`src/rtl/tetris_board_renderer.sv`:
```
`default_nettype none
// ============================================================================
// Module   : tetris_board_renderer
// Purpose  : Walks the 10x20 board memory and paints each cell as a 5x5 pixel
//            tile (4x4 cell colour plus a grid line) into a 160x120 VGA buffer.
// Revision : 1.0 - initial release
// ============================================================================
module tetris_board_renderer #(
    parameter int X0 = 55,
    parameter int Y0 = 10
) (
    input  logic       clock,
    input  logic       resetn,
    input  logic       start,
    output logic       rd_en,
    output logic [7:0] rd_addr,
    input  logic [2:0] rd_data,
    output logic [7:0] x,
    output logic [6:0] y,
    output logic [8:0] colour,
    output logic       plot,
    output logic       busy,
    output logic       done
);

    typedef enum logic [2:0] {
        IDLE  = 3'd0,
        FETCH = 3'd1,
        WAIT  = 3'd2,
        DRAW  = 3'd3,
        DONE  = 3'd4
    } state_t;

    localparam logic [7:0] c_X0        = 8'(X0);
    localparam logic [6:0] c_Y0        = 7'(Y0);
    localparam logic [8:0] c_GRID      = 9'b010010010;
    localparam logic [7:0] c_LAST_CELL = 8'd199;

    state_t     r_state;
    state_t     w_next;
    logic [7:0] r_cell;
    logic [3:0] r_col;
    logic [4:0] r_row;
    logic [2:0] r_px;
    logic [2:0] r_py;
    logic [2:0] r_code;

    logic       w_px_end;
    logic       w_py_end;
    logic       w_last_cell;
    logic [7:0] w_col_off;
    logic [6:0] w_row_off;
    logic [8:0] w_palette;

    assign w_px_end    = (r_px == 3'd4);
    assign w_py_end    = (r_py == 3'd4);
    assign w_last_cell = (r_cell == c_LAST_CELL);

    // Row/column are tracked alongside the cell index to avoid a divider.
    always_ff @(posedge clock or negedge resetn) begin
        if (!resetn) begin
            r_state <= IDLE;
            r_cell  <= 8'd0;
            r_col   <= 4'd0;
            r_row   <= 5'd0;
            r_px    <= 3'd0;
            r_py    <= 3'd0;
            r_code  <= 3'd0;
        end else begin
            r_state <= w_next;
            case (r_state)
                IDLE: begin
                    if (start) begin
                        r_cell <= 8'd0;
                        r_col  <= 4'd0;
                        r_row  <= 5'd0;
                        r_px   <= 3'd0;
                        r_py   <= 3'd0;
                    end
                end
                WAIT: begin
                    r_code <= rd_data;
                    r_px   <= 3'd0;
                    r_py   <= 3'd0;
                end
                DRAW: begin
                    if (w_px_end) begin
                        r_px <= 3'd0;
                        if (w_py_end) begin
                            r_py <= 3'd0;
                            if (!w_last_cell) begin
                                r_cell <= r_cell + 8'd1;
                                if (r_col == 4'd9) begin
                                    r_col <= 4'd0;
                                    r_row <= r_row + 5'd1;
                                end else begin
                                    r_col <= r_col + 4'd1;
                                end
                            end
                        end else begin
                            r_py <= r_py + 3'd1;
                        end
                    end else begin
                        r_px <= r_px + 3'd1;
                    end
                end
                default: ;
            endcase
        end
    end

    always_comb begin
        w_next = r_state;
        rd_en  = 1'b0;
        busy   = 1'b0;
        plot   = 1'b0;
        done   = 1'b0;
        case (r_state)
            IDLE:  if (start) w_next = FETCH;
            FETCH: begin
                rd_en  = 1'b1;
                busy   = 1'b1;
                w_next = WAIT;
            end
            WAIT: begin
                busy   = 1'b1;
                w_next = DRAW;
            end
            DRAW: begin
                busy = 1'b1;
                plot = 1'b1;
                if (w_px_end && w_py_end) w_next = w_last_cell ? DONE : FETCH;
            end
            DONE: begin
                done   = 1'b1;
                w_next = IDLE;
            end
            default: w_next = IDLE;
        endcase
    end

    always_comb begin
        case (r_code)
            3'd0:    w_palette = 9'b000000000;
            3'd1:    w_palette = 9'b000111111;
            3'd2:    w_palette = 9'b111111000;
            3'd3:    w_palette = 9'b101000111;
            3'd4:    w_palette = 9'b000111000;
            3'd5:    w_palette = 9'b111000000;
            3'd6:    w_palette = 9'b000000111;
            default: w_palette = 9'b111011000;
        endcase
    end

    assign w_col_off = 8'(r_col) * 8'd5;
    assign w_row_off = 7'(r_row) * 7'd5;
    assign rd_addr   = r_cell;
    assign x         = c_X0 + w_col_off + {5'b0, r_px};
    assign y         = c_Y0 + w_row_off + {4'b0, r_py};
    assign colour    = (w_px_end || w_py_end) ? c_GRID : w_palette;

endmodule
`default_nettype wire

```
`config.mk`:
```
export PLATFORM = sky130hd
export DESIGN_NAME = tetris_board_renderer
export DESIGN_NICKNAME = d
export VERILOG_FILES = /design/src/rtl/tetris_board_renderer.sv
export SDC_FILE = /design/constraint.sdc
export NUM_CORES = 1
export LEC_CHECK = 0
export CORE_MARGIN = 2
export CORE_UTILIZATION = 45
export DETAILED_ROUTE_END_ITERATION = 8
export MAX_ROUTING_LAYER = met4
export PLACE_DENSITY = 0.79
export SLEW_MARGIN = 20
export SYNTH_ARGS = -nofsm -noshare
export SYNTH_HDL_FRONTEND = slang
export SYNTH_SLANG_ARGS = --single-unit
export TNS_END_PERCENT = 30
```
`constraint.sdc`:
```
create_clock -name clock -period 3.6 [get_ports clock]
set_input_delay 0.72 -clock clock [delete_from_list [all_inputs] [get_ports clock]]
set_output_delay 0.72 -clock clock [all_outputs]
set_load 0.01 [all_outputs]
```
# == Word level (Yosys, flattened, before mapping) ==
# Cells that the tools add are included.
# totals
out_inout_bits,36
elab_cells,83
register_bits,29
inputBits,6
# classes
addsub,9
eq_ne,20
mul,2
n_reduce_logical,12
n_mux,33
# op_table
cell,n
$pmux 9 s7,1
$mux 8,4
$mux 5,5
$mux 3,7
$mux 4,5
$eq 3x3->1 const B,6
$pmux 3 s3,2
$pmux 8 s2,1
$eq 3x2->1 const B,4
$ne 2x2->1 const B,6
$pmux 3 s4,1
$pmux 5 s2,1
$mux 9,1
$add 6x7->8 const A,1
$add 8x1->8 const B,1
$add 8x3->8,1
$eq 8x8->1 const B,1
$pmux 4 s2,1
$add 4x7->7 const A,1
$add 7x3->7,1
$mul 4x3->7 const B,1
$mul 5x3->7 const B,1
$add 3x1->3 const B,2
$eq 3x1->1 const B,2
14 further kinds,19

# == Depth between registers and ports, before layout ==
# depth
depth_word,6
ltp_mapped,10
depth_no_buf,10

# == Worst setup path before layout ==
# No wires, ideal clock.
# synth_path
path_type,register to output
startpoint,reg r_col[0]
endpoint,out x[7]
n_path_buf,0
path_stages_with_launch,11
slack_ns,0.459
arrival_ns,2.421
cell_sequence,dfrtp_1 > inv_1 > ha_1 > inv_1 > fa_1 > inv_1 > fa_1 > a21oi_1 > o21ai_0 > o311a_1 > xnor2_1
# synth_between
elab_chain_len,3
# synth_lines
item,line_no,source
start: declaration,42,logic [3:0] r_col;
start signal: assignment,97,r_col <= r_col + 4'd1;
$mul 4x3->7,155,assign w_col_off = 8'(r_col) * 8'd5;
$add 6x7->8,158,"assign x = c_X0 + w_col_off + {5'b0, r_px};"
$add 8x3->8,158,
end: declaration,18,"output logic [7:0] x,"
# Every way passes these cells.

# == Worst setup path in the final report ==
# layout_path
startpoint,reg r_row[0]
endpoint,out y[5]
# layout_between
elab_chain_len,3
# layout_lines
item,line_no,source
start: declaration,43,logic [4:0] r_row;
start signal: assignment,95,r_row <= r_row + 5'd1;
$mul 5x3->7,156,assign w_row_off = 7'(r_row) * 7'd5;
$add 4x7->7,159,"assign y = c_Y0 + w_row_off + {4'b0, r_py};"
$add 7x3->7,159,
end: declaration,19,"output logic [6:0] y,"
# Every way passes these cells.

==> reports/metrics.csv <==
metric;value;unit
ios;42;
power.density;938.1;nW/µm²
place.detailed.hpwl;4437;µm
fin_crit_sh;0.9940;
rsz0062_at_grt;true;
antenna_left;0;
cts_sinks;29;
routed_wl;5892;µm
clkTransAtPathRegs;0.06;ns
vias;2264;
core;5507;µm²
die_y;79.37;µm
holdWs;0.5413;ns
min_period;3.579;ns
clock_skew;0.002165;ns
endpoint_kind;primary output;
grt.overflow.total;0;
route.detailed.drc;0;
postCtsSetupBuffers;0;
vias_per_cell;5.576;
cts_max_path_buffers;2;
crit_path_start_kind;flop;
final_area;3214;µm²
ys_seq_area_frac;0.2839;
hold_viol_final;0;
avgSynthCellArea;9.033;µm²
ctsHoldBuffers;0;
grt_max_degree;30;
regArea;726.9;µm²
drtIter0Drc;77;
totalPowerFinal;3.015;mW
synthesis.nets;330;
num_rows;27;
peakVddDrop;522.7;µV
cts_root_buf;clkbuf_8;
slew_viol_final;0;
yosys_warnings;0;
syn-cell-area;2556;µm²
fmax;279.4;MHz
num_antenna_cells;0;
critPathMaxFanout;4;
grt_pass1_wl;10330;µm
required;2.88;ns
p_leak;1.485;nW
maxCapViolCount;0;
cts-buffers-inserted;5;
place_area;3103;µm²
die_x;79.37;µm
grt_pass1_vias;2296;
firstDrtPassIters;4;
finalSetupViolations;0;
synth_edf_count;0;
area_delta_synth_final;25.75;%
maxSlewHeadroom;0.5779;
status;completed;
wl_per_cell;14.51;µm
gp_congestion;0.8595;
die_area;6300;µm²
layout.nets;382;
clkLatencyLatePin;0.28;ns
path_class;reg -> out;
initial_core_util;0.4642;
syn_inst;283;
hold_class;reg -> reg;
dp.cells;400;
ys_ff_latch;29;
multi_input_area;1737;µm²
drive_gt1_frac;0.1168;
io_buffers;41;
ys_types;54;
worst-endpoint-arrival;2.86;ns
antenna_found_initial;0;
async_flop_share;1.000;
cts_tree;yes;
ctsHtreeMaxLevel;2;
worst_pin_slew;0.6244;ns
fillers;491;
synth_ff_type;dfrtp_1;
grtUsageTotal;0.2118;
instances_no_fill;406;
==> timing repair <==
item / in CTS / in global routing
setup endpoints to repair: 7 / 6
pin swaps: 0 / 2
gates cloned: 0 / 0
gates resized for setup: 8 / 8
==> cells by family (layout without fill, tap and decap cells) <==
logic type	count (synthesis)	count (layout)	share of synthesized area
AND/OR/NAND/NOR	98	98	0.1943
flip-flops	29	29	0.2839
XOR/XNOR	14	14	0.04797
buffers and inverters	32	83	0.05237
adder cells (fa/ha/maj)	41	41	0.2183
multiplexers	7	7	0.02937
AO/OA/AOI/OAI	62	62	0.1738
==> worst max-delay path, cell delays in order, from the launching register on <==
cell and delay, ns:
dfrtp_2 0.44, ha_1 0.30, ha_1 0.28, ha_1 0.34, a21oi_1 0.21, a21boi_1 0.11
nor4_1 0.21, a311o_1 0.16, clkdlybuf4s50_1 0.52
==> metrics by stage <==
stage / util / setup TNS [ns] / setup slack [ns]
6_report: 0.5837 / 0 / 0.02149
3_5_place_dp: 0.5635 / 0 / 0.04725
2_1_floorplan: - / 0 / 0.4591
5_1_grt: 0.5837 / -0.09975 / -0.07461
4_1_cts: 0.5776 / -0.1254 / -0.1254
3_3_place_gp: 0.5635 / 0 / 0.09325
==> per-layer routing <==
metal | wire (µm) | vias up | track usage
met3 | 182 | 7 | 0.03281
met1 | 2749 | 1102 | 0.2646
met4 | 55 | 0 | 0.06034
met2 | 2905 | 38 | 0.3585
li1 | - | 1117 | -
met5 | 0 | - | -
==> layout make-up <==
class	count	share of cell area
Clock inverter	1	0.001557
Multi-Input combinational cell	222	0.5403
Clock buffer	5	0.02141
Tap cell	72	0.02803
Sequential cell	29	0.2262
Inverter	24	0.02803
Timing Repair Buffer	53	0.1545
==> sequential cells by signal (all words and copies together), names as in the netlist <==
signal,cells
r_code,3
r_col,4
r_px,3
r_py,3
r_row,5
r_state,3
rd_addr,8
==> where the power goes <==
part	switching (mW)	total, mW	internal [mW]
Clock	0.121	0.247	0.127
Sequential	0.104	0.510	0.405
Combinational	1.05	2.26	1.21
Total	1.27	3.02	1.74
==> cells in the final DEF, fill, tap and decap left out, drive strengths merged, types with 4 or more instances in the layout <==
cell type,count
inv,24
nand4,4
mux2,4
ha,35
nand2,30
clkdlybuf4s50,35
nor2,18
nor2b,4
nand3,10
a21oi,13
o211ai,5
o21ai,11
and2,7
buf,12
dfrtp,29
a31oi,4
a41oi,4
xnor2,7
nor3,6
fa,6
clkbuf,6
xor2,7
==> path summary, 6_finish.rpt <==
| kind | start | to | slack (ns) | depth (start not counted) |
|---|---|---|---|---|
| setup / recovery | r_row[0]$_DFFE_PN0P_ | y[5] | 0.02 | 8 |
| hold / removal | rd_addr[7]$_DFFE_PN0P_ | rd_addr[7]$_DFFE_PN0P_ | 0.54 | 1 |
| setup reg to reg | r_py[1]$_DFFE_PN0P_ | r_col[2]$_DFFE_PN0P_ | 1.54 | 6 |
| hold reg to reg | rd_addr[7]$_DFFE_PN0P_ | rd_addr[7]$_DFFE_PN0P_ | 0.54 | 1 |
| max in group asynchronous | resetn | r_row[0]$_DFFE_PN0P_ | 2.48 | 2 |
| min in group asynchronous | resetn | rd_addr[6]$_DFFE_PN0P_ | 0.82 | 2 |
==> cell usage after synthesis (4+ instances only) <==
| cell type | count | share of area |
|---|---|---|
| xor2_1 | 7 | 0.024 |
| nand3_1 | 10 | 0.020 |
| nand4_1 | 4 | 0.0098 |
| o21ai_0 | 9 | 0.018 |
| mux2_2 | 4 | 0.018 |
| nor3_1 | 6 | 0.012 |
| nand2_1 | 30 | 0.044 |
| and2_1 | 7 | 0.017 |
| o211ai_1 | 4 | 0.012 |
| inv_1 | 24 | 0.035 |
| a31oi_1 | 4 | 0.0098 |
| nor2b_1 | 4 | 0.0098 |
| xnor2_1 | 7 | 0.024 |
| a21oi_1 | 13 | 0.025 |
| ha_1 | 35 | 0.17 |
| dfrtp_1 | 29 | 0.28 |
| a41oi_1 | 4 | 0.014 |
| fa_1 | 6 | 0.047 |
| nor2_1 | 18 | 0.026 |
Note: power is estimated with default switching activity, not from simulation.
==> patch (config.mk and constraints unchanged) <==
`Y0`: 10 -> 5.
--- a/src/rtl/tetris_board_renderer.sv
+++ b/src/rtl/tetris_board_renderer.sv
@@ -7,7 +7,7 @@
 // ============================================================================
 module tetris_board_renderer #(
     parameter int X0 = 55,
-    parameter int Y0 = 10
+    parameter int Y0 = 5
 ) (
     input  logic       clock,
     input  logic       resetn,
Behaviour: not the same (a bounded check fails within 4 cycles, from zero or initial values and one cycle with resetn low).
==> patch against the unedited design <==
  * First-iteration DRC count is 58% higher
  * Cell area is 0.74% higher
  * Setup slack improved by 77 ps
  * Sequential share of layout area fell by 0.13 points
  * Synthesized area is 1.5% lower
  * Sequential cell count stayed put
  * Routed wire length fell by 10%
  * Highest routed layer unchanged
Power is left out: it rests on default switching activity, and per cell area and clock period it moved more than threefold.
==> patch: results (changes against the unedited design) <==
INFO  status         status=finished, final reports clean [unchanged]
INFO  drt            routed_wire_length_per_instance=13.0um [was 14.5 um]
INFO  global_routing grt_pass1_wl=9040um [was 10300 um]
INFO  finish         multi_input_combinational_cell_area=1700squm [was 1740 sq um]
INFO  global_routing grt_util_met3=3.86% [was 3.28%]
INFO  placement      placer_congestion_estimate=0.817 [was 0.860]
INFO  timing         final_hold_slack=496ps [was 541 ps]
INFO  setup_path     setup.reg_to_reg.worst_slack=1650ps [was 1540 ps]
INFO  drt            wl_met1=2430um [was 2750 um]
INFO  finish         final_layout_size_suffix_gt1_share=15.2% [was 11.7%]
INFO  logic_synthesis synthTopCellsByCount=sky130_fd_sc_hd__ha_1 (43), sky130_fd_sc_hd__nand2_1 (33), sky130_fd_sc_hd__o21ai_0 (32) [was sky130_fd_sc_hd__ha_1 (35), sky130_fd_sc_hd__nand2_1 (30), sky130_fd_sc_hd__dfrtp_1 (29)]
INFO  clock_network  post_cts_resize_count=15 [was 8]
INFO  finish         final_nets=389 [was 382]
INFO  logic_synthesis synth.top_cells.by_area=sky130_fd_sc_hd__dfrtp_1 (29%), sky130_fd_sc_hd__ha_1 (21%), sky130_fd_sc_hd__o21ai_0 (6.4%), sky130_fd_sc_hd__nand2_1 (4.9%), sky130_fd_sc_hd__fa_1 (4.0%) [was sky130_fd_sc_hd__dfrtp_1 (28%), sky130_fd_sc_hd__ha_1 (17%), sky130_fd_sc_hd__fa_1 (4.7%), sky130_fd_sc_hd__nand2_1 (4.4%), sky130_fd_sc_hd__inv_1 (3.5%)]
INFO  finish         final.signal_inverter_count=26 [was 24]
INFO  global_routing track_usage=18.6% [was 21.2%]
INFO  logic_synthesis synth.lib_cells_used.distinct=53 [was 54]
INFO  placement      dp_slack=-202ps [was 47.3 ps]
INFO  logic_synthesis synth.yosys.seq_area_share=28.8% [was 28.4%]
INFO  setup_path     timing.critical_path.slowest_cell_delay=490ps [was 520 ps]
INFO  finish         layout.comb_gates.multi_input=216 [was 222]
INFO  finish         layout.area.seq=728squm [was 727 sq um]
INFO  setup_path     worst_reg2reg_path_startpoint=rd_addr[0] [was r_py[1]]
INFO  logic_synthesis post_syn_instances=279 [was 283]
INFO  setup_path     worst_path_max_delay_cell=sky130_fd_sc_hd__fa_1 [was sky130_fd_sc_hd__clkdlybuf4s50_1]
INFO  global_routing grt_use_met2=31.3% [was 35.8%]
INFO  setup_path     timing.critical_path.fanout_max=2 [was 4]
INFO  global_routing grtUsageMet1=23.0% [was 26.5%]
INFO  placement      place_hpwl=3970um [was 4440 um]
INFO  finish         share_of_the_final_layout_cell_area_in_multi_input_gates=52.6% [was 54.0%]
==> patch: changes by cell type in the layout (fill, tap and decap cells not counted), moves of 4 or more <==
cell	delta
sky130_fd_sc_hd__and2_1	-5
sky130_fd_sc_hd__buf_4	+4
sky130_fd_sc_hd__ha_1	+8
sky130_fd_sc_hd__nand3_1	-7
sky130_fd_sc_hd__o21ai_0	+20
==> patch: worst max path at each step <==
stage | from | slack, ps | end
2_1_floorplan | r_col[0] | 270 | x[7]
3_3_place_gp | r_col[0] | -130 | x[7]
3_5_place_dp | r_col[0] | -200 | x[7]
4_1_cts | r_col[0] | -120 | x[7]
5_1_grt | r_col[0] | -40 | x[6]
6_report | r_row[0] | 100 | y[6]
==> patch: cell families after synthesis <==
kind of cell             after synthesis  synth area share (%)
buffers and inverters                 34                  5.81
AO/OA/AOI/OAI                         69                  16.8
flip-flops                            29                  28.8
AND/OR/NAND/NOR                       86                  18.4
adder cells (fa/ha/maj)               48                  25.3
multiplexers                           3                  1.34
XOR/XNOR                              10                  3.48
